**config.mk**
```make
export PLATFORM = sky130hd
export DESIGN_NAME = hc_sync_fifo
export DESIGN_NICKNAME = d
export VERILOG_FILES = /design/src/rtl/hc_sync_fifo.sv
export SDC_FILE = /design/constraint.sdc
export NUM_CORES = 2
export LEC_CHECK = 0
export CAP_MARGIN = 20
export CORE_ASPECT_RATIO = 1.25
export CORE_MARGIN = 4
export CORE_UTILIZATION = 40
export CTS_BUF_LIST = sky130_fd_sc_hd__clkbuf_16
export CTS_CLUSTER_DIAMETER = 50
export DETAILED_ROUTE_END_ITERATION = 7
export SETUP_SLACK_MARGIN = 0.15
export SYNTH_ARGS = -nofsm -noshare
export SYNTH_HDL_FRONTEND = slang
export SYNTH_SLANG_ARGS = --single-unit
```
**constraint.sdc**
```tcl
create_clock -name i_clk -period 60 [get_ports i_clk]
set_clock_uncertainty 0.1 [all_clocks]
set_input_delay 12 -clock i_clk [delete_from_list [all_inputs] [get_ports i_clk]]
set_output_delay 12 -clock i_clk [all_outputs]
set_load 0.1 [all_outputs]
```
**src/rtl/hc_sync_fifo.sv**
```systemverilog
// Single-clock show-ahead FIFO with programmable almost-full/almost-empty thresholds,
// occupancy/credit counts, high-water mark, sticky overflow/underflow and synchronous flush.
module hc_sync_fifo #(
    parameter int unsigned WIDTH     = 512,
    parameter int unsigned DEPTH     = 8,
    parameter int unsigned AF_THRESH = DEPTH - 2,
    parameter int unsigned AE_THRESH = 1,
    localparam int unsigned PW       = $clog2(DEPTH),
    localparam int unsigned CW       = PW + 1
) (
    input  logic             i_clk,
    input  logic             i_reset_n,
    input  logic             i_flush,
    input  logic [WIDTH-1:0] i_enq_data,
    input  logic             i_enq_en,
    output logic             o_not_full,
    output logic [WIDTH-1:0] o_deq_data,
    input  logic             i_deq_en,
    output logic             o_not_empty,
    output logic             o_almost_full,
    output logic             o_almost_empty,
    output logic [CW-1:0]    o_count,
    output logic [CW-1:0]    o_free,
    output logic [CW-1:0]    o_high_water,
    output logic             o_overflow,
    output logic             o_underflow
);

    localparam logic [CW-1:0] DepthC = CW'(DEPTH);
    localparam logic [CW-1:0] AfC    = CW'(AF_THRESH);
    localparam logic [CW-1:0] AeC    = CW'(AE_THRESH);

    logic [WIDTH-1:0] r_mem [DEPTH];
    logic [PW-1:0]    r_wr_ptr;
    logic [PW-1:0]    r_rd_ptr;
    logic [CW-1:0]    r_count;
    logic [CW-1:0]    r_high_water;
    logic             r_overflow;
    logic             r_underflow;

    logic             w_full;
    logic             w_empty;
    logic             w_enq_ok;
    logic             w_deq_ok;
    logic [CW-1:0]    w_count_next;
    logic [CW-1:0]    w_high_water_next;

    // Full/empty come from the occupancy count so pointers may wrap freely.
    assign w_full   = (r_count == DepthC);
    assign w_empty  = (r_count == '0);
    assign w_enq_ok = i_enq_en && !w_full && !i_flush;
    assign w_deq_ok = i_deq_en && !w_empty && !i_flush;

    always_comb begin
        w_count_next = r_count;
        if (i_flush) begin
            w_count_next = '0;
        end else if (w_enq_ok && !w_deq_ok) begin
            w_count_next = r_count + CW'(1);
        end else if (!w_enq_ok && w_deq_ok) begin
            w_count_next = r_count - CW'(1);
        end
    end

    always_comb begin
        w_high_water_next = r_high_water;
        if (i_flush) begin
            w_high_water_next = '0;
        end else if (w_count_next > r_high_water) begin
            w_high_water_next = w_count_next;
        end
    end

    always_ff @(posedge i_clk or negedge i_reset_n) begin
        if (!i_reset_n) begin
            r_wr_ptr     <= '0;
            r_rd_ptr     <= '0;
            r_count      <= '0;
            r_high_water <= '0;
            r_overflow   <= 1'b0;
            r_underflow  <= 1'b0;
        end else begin
            r_count      <= w_count_next;
            r_high_water <= w_high_water_next;
            if (i_flush) begin
                r_wr_ptr    <= '0;
                r_rd_ptr    <= '0;
                r_overflow  <= 1'b0;
                r_underflow <= 1'b0;
            end else begin
                if (w_enq_ok) r_wr_ptr <= r_wr_ptr + PW'(1);
                if (w_deq_ok) r_rd_ptr <= r_rd_ptr + PW'(1);
                if (i_enq_en && w_full) r_overflow <= 1'b1;
                if (i_deq_en && w_empty) r_underflow <= 1'b1;
            end
        end
    end

    // Storage carries no reset; only accepted enqueues write it.
    always_ff @(posedge i_clk) begin
        if (w_enq_ok) r_mem[r_wr_ptr] <= i_enq_data;
    end

    assign o_deq_data     = r_mem[r_rd_ptr];
    assign o_not_full     = !w_full;
    assign o_not_empty    = !w_empty;
    assign o_almost_full  = (r_count >= AfC);
    assign o_almost_empty = (r_count <= AeC);
    assign o_count        = r_count;
    assign o_free         = DepthC - r_count;
    assign o_high_water   = r_high_water;
    assign o_overflow     = r_overflow;
    assign o_underflow    = r_underflow;

endmodule

```
==> impl_metrics.env <==
export IMPL_top_level_ports=1047
export IMPL_die_area_sq_um=396000
export IMPL_finalCritPeriodShare_pct=32.1
export IMPL_routed_wl_microns=367000
export IMPL_vias=69160
export IMPL_yosys_warnings=0
export IMPL_ant_nets=0
export IMPL_synthesis_area_sq_um=154000
export IMPL_ys_types=43
export IMPL_cts_sinks=4112
export IMPL_dp_cells=12106
export IMPL_multiInputGateArea_sq_um=29600
export IMPL_setup_viol=0
export IMPL_yosysMostFrequentCell="edfxtp_1"
export IMPL_grt_pass1_wl_microns=529000
export IMPL_cts_htree_levels=5
export IMPL_yosysTopAreaCell="edfxtp_1"
export IMPL_layout_nets=7939
export IMPL_stdcell_count=12914
export IMPL_yosysTopAreaCellShare_pct=79.6
export IMPL_syn_nets=6584
export IMPL_drt_initial_drc_count=5631
export IMPL_hold_buffers=0
export IMPL_preCtsSetupSlack_ns=41.60
export IMPL_firstDrtPassIters=7
export IMPL_min_path_type="flop to flop"
export IMPL_setup_ws_ns=40.76
export IMPL_fin_crit_ns=19.24
export IMPL_outcome="completed"
export IMPL_cts_resized=0
export IMPL_clkLatencyLatePin_ns=0.94
export IMPL_setup_tns_ns=0
export IMPL_final_util_pct=48.4
export IMPL_vias_per_cell=5.36
export IMPL_fmax_mhz=52.0
export IMPL_synth_edf_count=4096
export IMPL_design_power_total_mw=8.07
export IMPL_slew_headroom_pct=19.7
export IMPL_rows=254
export IMPL_ys_seq_area_share_pct=79.9
export IMPL_syn_to_final_growth_pct=20.3
export IMPL_grt_pass1_vias=72531
export IMPL_path_class="flop to output port"
export IMPL_grt_use_total_pct=18.1
export IMPL_antenna_found_initial=138
export IMPL_clk_transition_reported_paths_ns=0.06
export IMPL_drv_cap=0
export IMPL_cp_required_ns=47.90
export IMPL_cts_tree="done"
export IMPL_power_density_nw_per_um2=43.5
export IMPL_dp_hpwl_microns=215000
export IMPL_gp_congestion=0.774
export IMPL_drive_gt1_share_pct=30.0
export IMPL_leakage_nw=57.0
export IMPL_ys_ff_latch=4112
export IMPL_remaining_drc_errors=0
export IMPL_regArea_sq_um=123000
export IMPL_portBuffers=1046
export IMPL_synth_ff_type="edfxtp_1"
export IMPL_ys_async_sr_fraction_pct=0.389
export IMPL_syn_area_per_cell_sq_um=25.5
export IMPL_cts_root_buf="clkbuf_16"
export IMPL_post_cts_repair_setup_buffers=0
export IMPL_n_fill_cell=30585
export IMPL_synth_area_leaders="edfxtp_1 (80%), mux4_2 (15%), mux2_2 (3.7%), buf_2 (0.37%), clkbuf_1 (0.33%)"
export IMPL_hold_viol=0
export IMPL_initial_core_util_pct=40.3
export IMPL_grt_max_degree=153
export IMPL_start_kind="flop"
export IMPL_wl_per_cell_microns=28.4
export IMPL_cp_max_fo=65
export IMPL_synthTopCellsByCount="edfxtp_1 (4096), mux4_2 (1024), mux2_2 (512), clkbuf_1 (135), buf_2 (115)"
export IMPL_peakVddDrop_v=0.0000632
export IMPL_die_h_microns=703
export IMPL_rsz0062_at_grt="no"
export IMPL_crit_arrival_ns=7.14
export IMPL_worstMarginPinSlew_ns=1.20
export IMPL_clk_path_buf_depth=4
export IMPL_die_x_microns=564
export IMPL_syn_inst=6056
export IMPL_drv_slew=0
export IMPL_grt_overflow_total=0
export IMPL_coreArea_sq_um=384000
export IMPL_cp_end_kind="output port"
export IMPL_numCtsBuffers=415
worst max-delay path, stage by stage (launching register included):
cell	delay [ns]
dfrtp_4	0.87
buf_4	0.74
buf_4	0.81
buf_4	0.88
buf_4	0.87
mux4_2	0.42
mux2_2	0.29
clkdlybuf4s50_1	1.02
path summary, 6_finish.rpt:
check	from	endpoint	slack, ns	depth (start not counted)
min in group asynchronous	i_reset_n	o_count[1]	11.42	1
max in group asynchronous	i_reset_n	r_rd_ptr[0]	47.80	1
worst min-delay path	o_underflow	o_underflow	0.42	2
worst max register to register	o_count[0]	r_mem[6][164]	53.35	12
worst min register to register	o_underflow	o_underflow	0.42	2
worst max-delay path	r_rd_ptr[1]	o_deq_data[355]	40.76	7
final cells by class:
type / instances / share of cell area [%]
flip-flops and latches: 4112 / 66.4
multi-input cells: 1640 / 15.9
repair buffers: 1232 / 6.92
clock buffers: 415 / 5.59
well taps: 5120 / 3.45
clock inverters: 337 / 1.60
diodes: 48 / 0.0647
inverters: 10 / 0.0202
placed cells by master (no fill, tap or decap), types with 3 or more instances in the layout:
| master | count |
|---|---|
| a211oi_1 | 5 |
| a21oi_1 | 6 |
| buf_12 | 76 |
| buf_16 | 3 |
| buf_4 | 118 |
| bufinv_16 | 36 |
| clkbuf_16 | 415 |
| clkdlybuf4s50_1 | 1035 |
| clkinv_1 | 83 |
| clkinv_16 | 9 |
| clkinv_2 | 59 |
| clkinv_4 | 12 |
| clkinv_8 | 9 |
| clkinvlp_4 | 18 |
| dfrtp_1 | 13 |
| dfrtp_4 | 3 |
| diode_2 | 48 |
| edfxtp_1 | 4096 |
| ha_1 | 11 |
| inv_1 | 97 |
| inv_16 | 6 |
| inv_6 | 12 |
| inv_8 | 6 |
| mux2_2 | 512 |
| mux4_2 | 1024 |
| nand2_1 | 11 |
| nand2b_1 | 3 |
| nand3_1 | 4 |
| nor2_1 | 13 |
| nor2_4 | 6 |
| nor2b_1 | 3 |
| nor3_1 | 4 |
| o211ai_1 | 3 |
| o21ai_0 | 3 |
| xor2_1 | 5 |
kinds of logic after synthesis:
family / Yosys count / share of synthesized area (%)
muxes: 1537 / 18.7
DFF: 4112 / 79.9
AOI/OAI and AO/OA: 27 / 0.121
adders and majority gates: 11 / 0.0891
and+or+nand+nor: 57 / 0.181
xor gates and xnor gates: 8 / 0.0543
buffers and inverters: 304 / 0.975
sequential cells by signal, summed over array words and instances, names as in the netlist:
name,count
o_count,4
o_high_water,4
o_overflow,1
o_underflow,1
r_mem,4096
r_rd_ptr,3
r_wr_ptr,3
power by group:
group / internal [mW] / switching, mW
registers: 3.22 / 0.0220
logic: 0.783 / 1.54
clock network: 1.42 / 1.09
total: 5.42 / 2.65
stage by stage:
stage	area (sq um)	hold slack (ns)
2_1_floorplan	154000	0.447
6_report	186000	0.417
3_5_place_dp	172000	0.406
5_1_grt	186000	0.477
3_3_place_gp	171000	0.411
4_1_cts	185000	0.414
layer usage:
layer / share of wire, % / wire length [microns] / vias up / global-route usage, %
li1: - / - / 28972 / -
met1: 40 / 148000 / 37452 / 23.8
met2: 49 / 180000 / 2035 / 29.5
met3: 7.9 / 28900 / 609 / 5.43
met4: 2.6 / 9670 / 92 / 5.10
met5: 0.16 / 571 / - / 0
Power figures use the tool's default switching activity.
